File: src/rtl/plab4_net_router_input_ctrl_sep_if.sv
// Bundle of handshake and request/grant signals for one router input
// controller.
//   master : the input controller (accepts flits, raises requests)
//   slave  : the surrounding fabric (offers flits, returns grants)
interface plab4_net_router_input_ctrl_sep_if #(
   parameter int p_msg_nbits = 44
);
   logic                   in_val;
   logic                   in_rdy;
   logic [p_msg_nbits-1:0] in_msg;
   logic                   in_domain;
   logic                   reqs_p0;
   logic                   reqs_p1;
   logic                   reqs_p2;
   logic                   grants_p0;
   logic                   grants_p1;
   logic                   grants_p2;
   logic                   reqs_domain;
   logic [p_msg_nbits-1:0] out_msg;

   modport master (
      input  in_val, in_msg, in_domain, grants_p0, grants_p1, grants_p2,
      output in_rdy, reqs_p0, reqs_p1, reqs_p2, reqs_domain, out_msg
   );

   modport slave (
      output in_val, in_msg, in_domain, grants_p0, grants_p1, grants_p2,
      input  in_rdy, reqs_p0, reqs_p1, reqs_p2, reqs_domain, out_msg
   );
endinterface

File: src/rtl/plab4_net_router_input_ctrl_sep.sv
// Router input controller: circular flit buffer with per-flit security
// domain, ring route computation for the head flit, and separate one-hot
// request wires toward the three output controllers (p0 = previous router,
// p1 = terminal, p2 = next router). The head is dequeued when the grant on
// the requested port returns.
// Optional feature: define PLAB4_NET_ROUTER_INPUT_CTRL_BYPASS_EN to let a
// flit arriving at an empty buffer request in the same cycle and, if
// granted, skip the buffer entirely.
module plab4_net_router_input_ctrl_sep #(
   parameter int p_router_id   = 0,
   parameter int p_num_routers = 4,
   parameter int p_msg_nbits   = 44,
   parameter int p_dest_nbits  = 2,
   parameter int p_num_entries = 2
) (
   input  logic clk,
   input  logic reset,
   plab4_net_router_input_ctrl_sep_if.master io
);

   localparam int c_ptr_nbits = $clog2(p_num_entries);
   localparam int c_cnt_nbits = c_ptr_nbits + 1;
   localparam logic [c_cnt_nbits-1:0]  c_full = c_cnt_nbits'(p_num_entries);
   localparam logic [p_dest_nbits-1:0] c_id   = p_dest_nbits'(p_router_id);
   localparam logic [p_dest_nbits:0]   c_half = (p_dest_nbits+1)'(p_num_routers / 2);

   typedef enum logic [1:0] { ROUTE_P0, ROUTE_P1, ROUTE_P2 } route_e;

   // Each entry is {domain, msg}
   typedef logic [p_msg_nbits:0] entry_t;

   entry_t                 entries_q [p_num_entries];
   entry_t                 entries_d [p_num_entries];
   logic [c_ptr_nbits-1:0] head_q, head_d;
   logic [c_ptr_nbits-1:0] tail_q, tail_d;
   logic [c_cnt_nbits-1:0] count_q, count_d;

   logic                    empty;
   logic                    req_active;
   entry_t                  sel_entry;
   logic [p_dest_nbits-1:0] dest;
   logic [p_dest_nbits-1:0] fwd;
   route_e                  route;
   logic                    granted;
   logic                    enq;
   logic                    deq;

   // Pick the flit that currently requests: buffer head, or the incoming flit on bypass
   always_comb begin
      // NOTE: every always_comb output gets a default first so no path leaves it unassigned and infers a latch.
      empty      = (count_q == '0);
      sel_entry  = entries_q[head_q];
      req_active = !empty;
`ifdef PLAB4_NET_ROUTER_INPUT_CTRL_BYPASS_EN
      if (empty && io.in_val) begin
         sel_entry  = {io.in_domain, io.in_msg};
         req_active = 1'b1;
      end
`endif
   end

   // Ring routing: distance forward modulo ring size, ties at half go forward
   always_comb begin
      dest  = sel_entry[p_msg_nbits-1 -: p_dest_nbits];
      fwd   = dest - c_id;
      route = ROUTE_P0;
      if (fwd == '0)
         route = ROUTE_P1;
      else if ({1'b0, fwd} <= c_half)
         route = ROUTE_P2;
   end

   // Request outputs and the head-side view for the crossbar
   always_comb begin
      io.reqs_p0     = req_active && (route == ROUTE_P0);
      io.reqs_p1     = req_active && (route == ROUTE_P1);
      io.reqs_p2     = req_active && (route == ROUTE_P2);
      io.reqs_domain = req_active ? sel_entry[p_msg_nbits] : 1'b0;
      io.out_msg     = req_active ? sel_entry[p_msg_nbits-1:0] : '0;
      io.in_rdy      = (count_q != c_full);
   end

   // Handshake decisions and next-state for pointers, count and storage
   always_comb begin
      granted = (io.reqs_p0 && io.grants_p0) ||
                (io.reqs_p1 && io.grants_p1) ||
                (io.reqs_p2 && io.grants_p2);
      // A grant only dequeues a buffered head; a granted bypass flit is simply consumed
      deq     = granted && !empty;
      enq     = io.in_val && io.in_rdy && !(granted && empty);

      entries_d = entries_q;
      head_d    = head_q;
      tail_d    = tail_q;
      count_d   = count_q;
      if (enq) begin
         entries_d[tail_q] = {io.in_domain, io.in_msg};
         tail_d            = tail_q + 1'b1;
      end
      if (deq)
         head_d = head_q + 1'b1;
      case ({enq, deq})
         2'b10:   count_d = count_q + 1'b1;
         2'b01:   count_d = count_q - 1'b1;
         default: count_d = count_q;
      endcase
   end

   // Control state: reset empties the buffer and ignores incoming flits
   always_ff @(posedge clk) begin
      // NOTE: sequential state uses non-blocking assignments so every flop samples pre-edge values.
      if (reset) begin
         head_q  <= '0;
         tail_q  <= '0;
         count_q <= '0;
      end else begin
         head_q  <= head_d;
         tail_q  <= tail_d;
         count_q <= count_d;
      end
   end

   // Flit storage
   always_ff @(posedge clk) begin
      // NOTE: storage is not reset; stale entries are never visible because count gates every read.
      entries_q <= entries_d;
   end

endmodule

File: src/flat_wrapper.sv
// flat-port wrapper written by rule: the top's interface ports become plain ports
module plab4_net_router_input_ctrl_sep_flat 
#(
   parameter int p_router_id   = 0,
   parameter int p_num_routers = 4,
   parameter int p_msg_nbits   = 44,
   parameter int p_dest_nbits  = 2,
   parameter int p_num_entries = 2
)
  (clk, reset, io_in_val, io_in_msg, io_in_domain, io_grants_p0, io_grants_p1, io_grants_p2, io_in_rdy, io_reqs_p0, io_reqs_p1, io_reqs_p2, io_reqs_domain, io_out_msg);
  plab4_net_router_input_ctrl_sep_if #(.p_msg_nbits(p_msg_nbits)) io_i ();
  input  logic clk;
  input  logic reset;
  input wire logic [$bits(io_i.in_val)-1:0] io_in_val;
  input wire logic [$bits(io_i.in_msg)-1:0] io_in_msg;
  input wire logic [$bits(io_i.in_domain)-1:0] io_in_domain;
  input wire logic [$bits(io_i.grants_p0)-1:0] io_grants_p0;
  input wire logic [$bits(io_i.grants_p1)-1:0] io_grants_p1;
  input wire logic [$bits(io_i.grants_p2)-1:0] io_grants_p2;
  output wire logic [$bits(io_i.in_rdy)-1:0] io_in_rdy;
  output wire logic [$bits(io_i.reqs_p0)-1:0] io_reqs_p0;
  output wire logic [$bits(io_i.reqs_p1)-1:0] io_reqs_p1;
  output wire logic [$bits(io_i.reqs_p2)-1:0] io_reqs_p2;
  output wire logic [$bits(io_i.reqs_domain)-1:0] io_reqs_domain;
  output wire logic [$bits(io_i.out_msg)-1:0] io_out_msg;
  assign io_i.in_val = io_in_val;
  assign io_i.in_msg = io_in_msg;
  assign io_i.in_domain = io_in_domain;
  assign io_i.grants_p0 = io_grants_p0;
  assign io_i.grants_p1 = io_grants_p1;
  assign io_i.grants_p2 = io_grants_p2;
  assign io_in_rdy = io_i.in_rdy;
  assign io_reqs_p0 = io_i.reqs_p0;
  assign io_reqs_p1 = io_i.reqs_p1;
  assign io_reqs_p2 = io_i.reqs_p2;
  assign io_reqs_domain = io_i.reqs_domain;
  assign io_out_msg = io_i.out_msg;
  plab4_net_router_input_ctrl_sep #(.p_router_id(p_router_id), .p_num_routers(p_num_routers), .p_msg_nbits(p_msg_nbits), .p_dest_nbits(p_dest_nbits), .p_num_entries(p_num_entries)) u_core (.clk(clk), .reset(reset), .io(io_i));
endmodule
File: config.mk
export PLATFORM = sky130hd
export DESIGN_NAME = plab4_net_router_input_ctrl_sep_flat
export DESIGN_NICKNAME = d
export VERILOG_FILES = /design/src/rtl/plab4_net_router_input_ctrl_sep_if.sv /design/src/rtl/plab4_net_router_input_ctrl_sep.sv /design/src/flat_wrapper.sv
export SDC_FILE = /design/constraint.sdc
export NUM_CORES = 1
export LEC_CHECK = 0
export CORE_MARGIN = 2
export CORE_UTILIZATION = 48
export CTS_CLUSTER_SIZE = 28
export DETAILED_ROUTE_END_ITERATION = 10
export PLACE_DENSITY = 0.76
export SETUP_SLACK_MARGIN = 0.1
export SLEW_MARGIN = 20
export SYNTH_ARGS = -nofsm -noshare
export SYNTH_HDL_FRONTEND = slang
export SYNTH_SLANG_ARGS = --single-unit
File: constraint.sdc
create_clock -name clk -period 2.75 [get_ports clk]
set_clock_uncertainty 0.15 [all_clocks]
set_input_delay 0.6875 -clock clk [delete_from_list [all_inputs] [get_ports clk]]
set_output_delay 0.6875 -clock clk [all_outputs]
set_load 0.005 [all_outputs]
---- Yosys cells after proc, flatten, opt, wreduce, memory -nomap -nowiden ----
Index checks and enable logic that the tools add are counted.
storage, ports and cells
  bits of input ports ..................... 51
  flip-flop bits (word level) ............. 94
  word-level logic and storage cells ...... 50
  memory bits (writable) .................. 0
  memories kept ........................... 0
  ROM bits ................................ 0
  output and inout port bits .............. 49
  bits in latches ......................... 0
cells by class
  multiply operators ...................... 0
  magnitude comparators ................... 4
  mux-type cells .......................... 11
  bitwise operators ....................... 2
  add/sub/neg operators ................... 4
  shift operators ......................... 0
  divide/modulo/power cells ............... 0
  equal/unequal tests ..................... 5
  reductions and logical operators ........ 19
operator list
  kind                   count
  $mux W45               4
  $bwmux W90             1
  $demux W45 S1          1
  $mux W44               1
  $logic_and A1 B1 Y1    11
  $logic_not A2 Y1       3
  $eq A2 B1 Y1 const B   2
  $eq A2 B2 Y1 const B   2
  $ge A2 B2 Y1 const B   2
  $mux W2                2
  $not A1 Y2             2
  $pmux W2 S2            1
  $add A1 B1 Y1 const B  2
  $add A2 B1 Y2 const B  1
  $le A2 B2 Y1 const B   1
  $logic_not A1 Y1       2
  $logic_or A1 B1 Y1     2
  $lt A2 B1 Y1 const B   1
  $ne A2 B2 Y1 const B   1
  $reduce_bool A2 Y1     1
  $sub A2 B1 Y2 const B  1
  $mux W1                1

---- Logic depth before layout (Yosys ltp) ----
  depth in word-level cells ............... 17
  depth in mapped cells ................... 10
  gate-level depth less buffers ........... 9

---- Worst setup path before layout ----
Ideal clock, no wire load.
  path kind ............................... reg-to-reg
  start point ............................. register u_core.head_q
  end point ............................... register u_core.count_q[1]
  stages on the path, launching flop included .. 10
  setup slack ............................. 0.288 ns
  library setup time ...................... 0.070 ns
  data required time ...................... 2.530 ns
  path buffers ............................ 1
  arrival time ............................ 2.242 ns
  period minus slack after synthesis ...... 2.462 ns
  cell sequence ........................... dfxtp_1 buf_4 mux2i_1 inv_1 ha_1 a222oi_1 nor2_1 ha_1 or3_1 a21oi_1
on the way
  elaborated cells between the ends (all ways) .. 27
  classes of those cells .................. order compare: 1; eq/ne: 4; mux: 6; bitwise: 1; reduce/logical: 15
RTL lines
  element                                            line                                                                          source
  start, declared                                    plab4_net_router_input_ctrl_sep.sv:34                                         logic [c_ptr_nbits-1:0] head_q, head_d;
  start signal, assigned                             plab4_net_router_input_ctrl_sep.sv:113                                        head_q <= '0;
  start signal, assigned                             plab4_net_router_input_ctrl_sep.sv:117                                        head_q <= head_d;
  $not A1 Y2 (implied by the code) (*)               plab4_net_router_input_ctrl_sep.sv:52                                         sel_entry = entries_q[head_q];
  $mux W45 (implied by the code) (*) (3 in series)   plab4_net_router_input_ctrl_sep.sv:52
  $le A2 B2 Y1                                       plab4_net_router_input_ctrl_sep.sv:69                                         else if ({1'b0, fwd} <= c_half)
  $mux W2                                            plab4_net_router_input_ctrl_sep.sv:69
  $mux W2 (*)                                        plab4_net_router_input_ctrl_sep.sv:67                                         if (fwd == '0)
  $eq A2 B1 Y1 or $logic_not A2 Y1 (tied branches)   plab4_net_router_input_ctrl_sep.sv:76, plab4_net_router_input_ctrl_sep.sv:75
  $logic_and A1 B1 Y1, on equally long branches      plab4_net_router_input_ctrl_sep.sv:76, plab4_net_router_input_ctrl_sep.sv:75
  $logic_and A1 B1 Y1, on equally long branches      plab4_net_router_input_ctrl_sep.sv:86, plab4_net_router_input_ctrl_sep.sv:85
  $logic_or A1 B1 Y1                                 plab4_net_router_input_ctrl_sep.sv:85                                         granted = (io.reqs_p0 && io.grants_p0) ||
  $logic_or A1 B1 Y1 (*)                             plab4_net_router_input_ctrl_sep.sv:86                                         (io.reqs_p1 && io.grants_p1) ||
  $logic_and A1 B1 Y1 (*)                            plab4_net_router_input_ctrl_sep.sv:89                                         deq = granted && !empty;
  via u_core.deq                                     plab4_net_router_input_ctrl_sep.sv:46                                         logic deq;
  $eq A2 B1 Y1 or $eq A2 B2 Y1 (tied branches)       plab4_net_router_input_ctrl_sep.sv:102                                        case ({enq, deq})
  $pmux W2 S2 or $reduce_bool A2 Y1 (tied branches)  -
  end signal, assigned                               plab4_net_router_input_ctrl_sep.sv:119                                        count_q <= count_d;
  end, declared                                      plab4_net_router_input_ctrl_sep.sv:36                                         logic [c_cnt_nbits-1:0] count_q, count_d;
The timed path passes the listed nets; every way through them passes the cells marked *. The select of a mux whose other input is x is not followed.
A chain may end at the register's enable or synchronous reset.

---- Worst setup path in the final report ----
  start point ............................. register u_core.head_q
  end point ............................... output port io_out_msg[27]
on the way
  word-level cells in the longest chain between the ends .. 5
RTL lines
  element                                       line                                   source
  $not A1 Y2 (implied by the code)              plab4_net_router_input_ctrl_sep.sv:52
  $mux W45 (implied by the code) (3 in series)  plab4_net_router_input_ctrl_sep.sv:52
  $mux W44                                      plab4_net_router_input_ctrl_sep.sv:79  io.out_msg = req_active ? sel_entry[p_msg_nbits-1:0] : '0;
  end, declared                                 flat_wrapper.sv:25                     output wire logic [$bits(io_i.out_msg)-1:0] io_out_msg;
No other way between the ends. The select of a mux whose other input is x is not followed.

==> flow_summary.toml <==
[synth]
syn_nets = 275
synth_area_um2 = 3640
async_reset_ff_share_pct = 0
synth_top_area_cell = "edfxtp_1"
seq_area_frac_synth_pct = 76.5
netlist-cell-type-count = 21
synth_edf_count = 90
yosysWarnings = 0
syn_inst = 221
syn_area_per_cell_um2 = 16.5
post-synth-top-count-cell = "edfxtp_1"
synth_top_cell_area_share_pct = 74.3
synth.area.top_cells = "edfxtp_1 74%, mux2i_1 12%, nor2_1 5.0%"
synth_ff_type = "edfxtp_1"
synth_seq_cells = 94
synth_commonest_cells = "90 x edfxtp_1, 48 x nor2_1, 45 x mux2i_1, 5 x buf_4, 4 x dfxtp_1"

[pwr]
p_leak_nw = 1.71
finalPower_mw = 4.56
pwr_density_cell_nw_per_um2 = 899
vdd_drop_max_uv = 567

[clock_tree]
clockBufferDepth = 2
cts_root_buf = "clkbuf_8"
cts_tree = "built"
htree_levels = 3
cts.sinks = 94
numCtsBuffers = 9
path_clk_slew_ns = 0.09
clk_latency_ns = 0.35

[timing]
tns_ns = 0
max_slew_margin_pct = 75.0
finalSetupViolations = 0
min_period_ns = 2.58
min_period_over_period_pct = 93.7
holdWs_ns = 0.376
fmax_mhz = 388
rsz0062_at_grt = "true"
worst_slew_pin_slew_ns = 0.374
slew_violations = 0
finalHoldViolCount = 0
worst_slack_ns = 0.173

[worst_setup_path]
ff2ff_path_depth = 8
r2r_end = "u_core.count_q[1]"
cp_max_fo = 23
cp-start-kind = "flip-flop"
required_ns = 1.91
reg2reg_from = "u_core.head_q"
r2r_slack_ns = 0.21
worstSetupPathType = "flip-flop to output port"
cp.arrival_ns = 1.74
endpoint_kind = "output port"

[final_layout]
finalNetCount = 386
design_area_um2 = 5070
fillers = 520
antenna-diode-count = 0
final_core_util_pct = 69.5
area_growth_pct = 39.3
drive_above_1_share_pct = 11.0
fin_cells = 436

[drt]
wire_per_inst_um = 15.4
route.detailed.drc = 0
avgViaCountPerCell = 4.93
drtPass1Iterations = 6
detail-route-antenna-nets = 0
wl_um = 6700
drt_iter0_markers = 105
dr_total_vias = 2150

[min_path]
hold_path_end = "u_core.count_q[1]"
hp-start = "u_core.count_q[1]"
hold_path_depth = 2
hp-class = "flip-flop to flip-flop"

[global_route]
grt_pass1_wl_um = 10400
grtUsageTotal_pct = 16.4
grt_pass1_vias = 2185
antenna_found_initial = 0
grt_max_degree = 30
overflow = 0

[placed_design]
gp_congestion = 0.700
portBuffers = 99
dp_slack_ns = 0.0782
dpl.hpwl_um = 4400
placedCellCount = 417
dpl_cell_area_um2 = 4760

[die]
die_y_um = 91.1
initial_core_util_pct = 49.9
die_w_um = 91.1
fp.coreArea_um2 = 7290
rows = 31
io_pins = 100
dieArea_um2 = 8290

[outcome]
status = "finished, final reports clean"

[flow_run]
maxCapViolations = 0
-- layout make-up --
cell class,instances,area (µm²),area share [%]
inverter,3,11.3,0.222
tap,99,124,2.44
clock inverter,6,86.3,1.70
timing repair buffer,110,1090,21.6
sequential,94,2790,55.0
clock buffer,10,128,2.52
multi-input combinational,114,835,16.5
-- cells by family after synthesis --
logic type / Yosys count / share of synthesized area [%]
AOI/OAI and AO/OA: 7 / 1.24
xor gates and xnor gates: 2 / 0.482
adders and majority gates: 3 / 1.03
buffers and inverters: 13 / 1.93
DFF: 94 / 76.5
muxes: 45 / 12.4
and+or+nand+nor: 57 / 6.47
-- power breakdown --
part	switching, mW	internal, mW
combinational	0.761	0.953
sequential	0.0774	1.80
clock	0.450	0.511
total	1.29	3.27
-- worst max-delay path by stage --
stage	from	to	slack [ns]	cells past startpoint
3_5_place_dp	io_grants_p0	u_core.count_q[1]	0.08	6
4_1_cts	u_core.head_q	io_out_msg[27]	0.11	4
5_1_grt	u_core.head_q	io_out_msg[25]	0.05	4
2_1_floorplan	u_core.head_q	u_core.count_q[1]	0.29	9
3_3_place_gp	io_grants_p0	u_core.count_q[1]	0.15	6
6_report	u_core.head_q	io_out_msg[27]	0.17	4
-- flip-flops by register name, summed over array words and instances (netlist names) --
| register | cells |
|---|---|
| u_core.count_q | 2 |
| u_core.entries_q | 90 |
| u_core.tail_q | 1 |
| u_core.head_q | 1 |
-- worst max-delay path, cell delays in order, from the launching register on --
cell and delay [ns]:
dfxtp_4 0.43, buf_12 0.21, mux2i_1 0.10, nor2_1 0.13
clkdlybuf4s50_1 0.52
-- what timing repair did --
item	in CTS	in global routing
buffers inserted	2	1
endpoints found under the setup margin	46	36
gates resized for setup	12	7
pin swaps	1	1
hold buffers	0	0
-- placed cells by master, fill, tap and decap left out, types with 2 or more instances in the layout --
master           count
bufinv_16            2
inv_1                2
buf_4                9
o21ai_0              2
dfxtp_2              2
clkbuf_8             9
mux2i_4              2
or3_1                2
clkinv_2             2
nor2_1              47
clkdlybuf4s50_1     96
mux2i_1             43
nor2b_1              3
a21oi_1              3
edfxtp_1            90
dlygate4sd2_1        3
buf_12               2
-- per-layer routing --
metal  part of all wire, %  wire, µm  global-route usage (%)  vias up
li1                      -         -                       -     1038
met1                    43      2870                    19.9     1050
met2                    52      3460                    28.1       56
met3                   3.9       261                    3.49        6
met4                   1.5        98                    7.58        0
met5                     0         0                       0        -
No activity file was read; power rests on OpenSTA's default activity.
==> RTL edit (same flow settings) <==
`p_msg_nbits` is set to 44 in 3 places; all go to 52.
--- a/src/rtl/plab4_net_router_input_ctrl_sep_if.sv
+++ b/src/rtl/plab4_net_router_input_ctrl_sep_if.sv
@@ -3,7 +3,7 @@
 //   master : the input controller (accepts flits, raises requests)
 //   slave  : the surrounding fabric (offers flits, returns grants)
 interface plab4_net_router_input_ctrl_sep_if #(
-   parameter int p_msg_nbits = 44
+   parameter int p_msg_nbits = 52
 );
    logic                   in_val;
    logic                   in_rdy;
--- a/src/rtl/plab4_net_router_input_ctrl_sep.sv
+++ b/src/rtl/plab4_net_router_input_ctrl_sep.sv
@@ -9,7 +9,7 @@
 module plab4_net_router_input_ctrl_sep #(
    parameter int p_router_id   = 0,
    parameter int p_num_routers = 4,
-   parameter int p_msg_nbits   = 44,
+   parameter int p_msg_nbits   = 52,
    parameter int p_dest_nbits  = 2,
    parameter int p_num_entries = 2
 ) (
--- a/src/flat_wrapper.sv
+++ b/src/flat_wrapper.sv
@@ -3,7 +3,7 @@
 #(
    parameter int p_router_id   = 0,
    parameter int p_num_routers = 4,
-   parameter int p_msg_nbits   = 44,
+   parameter int p_msg_nbits   = 52,
    parameter int p_dest_nbits  = 2,
    parameter int p_num_entries = 2
 )
Ports: changed (resized io_in_msg and io_out_msg); port bits go from 100 to 116. No check against the original RTL was run, so the function may have changed too.
==> RTL edit against the unedited design <==
Setup slack got worse by 100 ps; hold slack got worse by 17 ps; wire length increased by 32%; sequential share of layout area decreased by 1.4 points; via count increased by 18%; largest cell class unchanged; critical path type unchanged; cell area increased by 20%; die area increased by 16%; final cell count increased by 16%; power increased by 17%; sequential cell count increased by 16; area after synthesis increased by 17%; sequential power increased by 17%; largest power group unchanged.
==> RTL edit: results (changes against the unedited design) <==
| Metric | Value |
|---|---|
| Initial drt markers | 96 (-8.6%) |
| Largest net degree at the start of global routing | 40 (+33%) |
| Synth area leaders | edfxtp_1 75%, mux2i_1 13%, nor2_1 5.0% |
| Number of fill cells in the layout | 585 (+13%) |
| Met2 Usage GRT | 0.292 (+0.0109) |
| P_leak | 2.39 nW (+40%) |
| Post-DP HPWL | 5090 microns (+16%) |
| Post-DR vias/cell | 5.01 (+1.6%) |
| Status | finished clean |
| Pre-antenna DRT Iters | 4 (-2) |
| Fraction of layout cells with a size suffix above 1 | 0.145 (+0.0356) |
| Cell Area, Placed | 5560 sq um (+17%) |
| Routed Wire Length | 8830 microns (+32%) |
| First-pass GRT wire length | 12800 microns (+23%) |
| Worst R2R Setup Slack | 140 ps (-70 ps) |
| Post-Place Worst Slack | 78.6 ps (+0.338 ps) |
| Tot GR Track Use | 0.175 (+0.0107) |
| Max Fanout on Critical Path | 6 (-74%) |
| Net count after synthesis | 317 (+15%) |
| Syn. warnings | 0 (unchanged) |
| Rel. slew slack | 0.712 (-0.0388) |
| GR Layer Usage met3 | 0.0508 (+0.0160) |
| Maximum VDD drop | 0.000493 V (-13%) |
| Final GP Congestion | 0.703 (+0.37%) |
| CP max stage delay | 460 ps (-60 ps) |
| Vias in the first global route | 2595 (+19%) |
| Post-synthesis sequential area ratio | 0.769 (+0.00408) |
| Cells on worst reg2reg path | 9 (+1) |
| Synth cell types | 22 (+4.8%) |
| Biggest regs | u_core.entries_q x106, u_core.count_q x2 |
| Crit path DAT | 1840 ps (+100 ps) |
| Commonest cells in the netlist | 106 x edfxtp_1, 56 x nor2_1, 53 x mux2i_1, 7 x buf_4, 4 x dfxtp_1 |
| Nets | 456 (+18%) |
| Number of enable flip-flop cells after synthesis | 106 (+18%) |
| GRT met1 Usage | 0.216 (+0.0180) |
| Port bufs | 115 (+16%) |
-- RTL edit: worst max-delay path by stage --
stage                               end  slack [ps]  cells past startpoint
finish                   io_out_msg[49]          70                      5
global route             io_out_msg[32]         -10                      5
CTS                          io_reqs_p1         -20                      4
detailed placement    u_core.count_q[1]          80                      6
global placement      u_core.count_q[1]          90                      6
floorplan           u_core.entries_q[0]         190                      1
-- RTL edit: timing repair --
item                       in CTS  in global routing
cloned                          2                  3
gates resized for setup        24                 31
pin swaps                       0                  2
setup endpoints to repair      52                 46
setup buffers                   6                  7
-- RTL edit: kinds of logic (layout without fill, tap and decap cells) --
| kind of cell | Yosys count | after routing | synth area share |
|---|---|---|---|
| DFF | 110 | 110 | 0.769 |
| and+or+nand+nor | 65 | 65 | 0.0625 |
| muxes | 53 | 53 | 0.125 |
| buffers and inverters | 15 | 159 | 0.0200 |
| AOI/OAI and AO/OA | 7 | 7 | 0.0106 |
| adders and majority gates | 3 | 3 | 0.00885 |
| xor gates and xnor gates | 2 | 2 | 0.00413 |
-- RTL edit: per-stage QoR --
step / util / power [W] / cells / hold WS, ps
finish: 0.705 / 0.00535 / 507 / 359
global route: 0.705 / 0.00565 / 507 / 382
CTS: 0.685 / 0.00527 / 497 / 392
detailed placement: 0.644 / 0.00415 / 473 / 381
global placement: 0.644 / 0.00412 / 473 / 374
floorplan: - / 0.00314 / 255 / 316
-- RTL edit: cell type report --
type / instances / area (sq um) / area share
timing repair buffer: 140 / 1520 / 0.249
clock buffer: 9 / 124 / 0.0203
inverter: 3 / 11.3 / 0.00185
multi-input combinational: 130 / 965 / 0.158
sequential: 110 / 3270 / 0.537
tap: 108 / 135 / 0.0222
clock inverter: 7 / 71.3 / 0.0117
-- RTL edit: power by group --
| group | switching [W] | total (W) | leakage [nW] | internal [W] |
|---|---|---|---|---|
| combinational | 0.000973 | 0.00220 | 1.26 | 0.00123 |
| sequential | 0.0000901 | 0.00220 | 1.03 | 0.00211 |
| clock | 0.000523 | 0.000948 | 0.104 | 0.000425 |
| total | 0.00159 | 0.00535 | 2.39 | 0.00376 |
-- RTL edit: metal layers --
metal  up-vias  wire, microns
li1       1220              -
met1      1227           3670
met2        84           4460
met3         9            635
met4         0             70
met5         -              0
-- RTL edit: tightest hold or removal path: stages (launching register included) --
cell and delay [ps]:
dfxtp_2 350, o21ai_0 70, a21oi_1 60
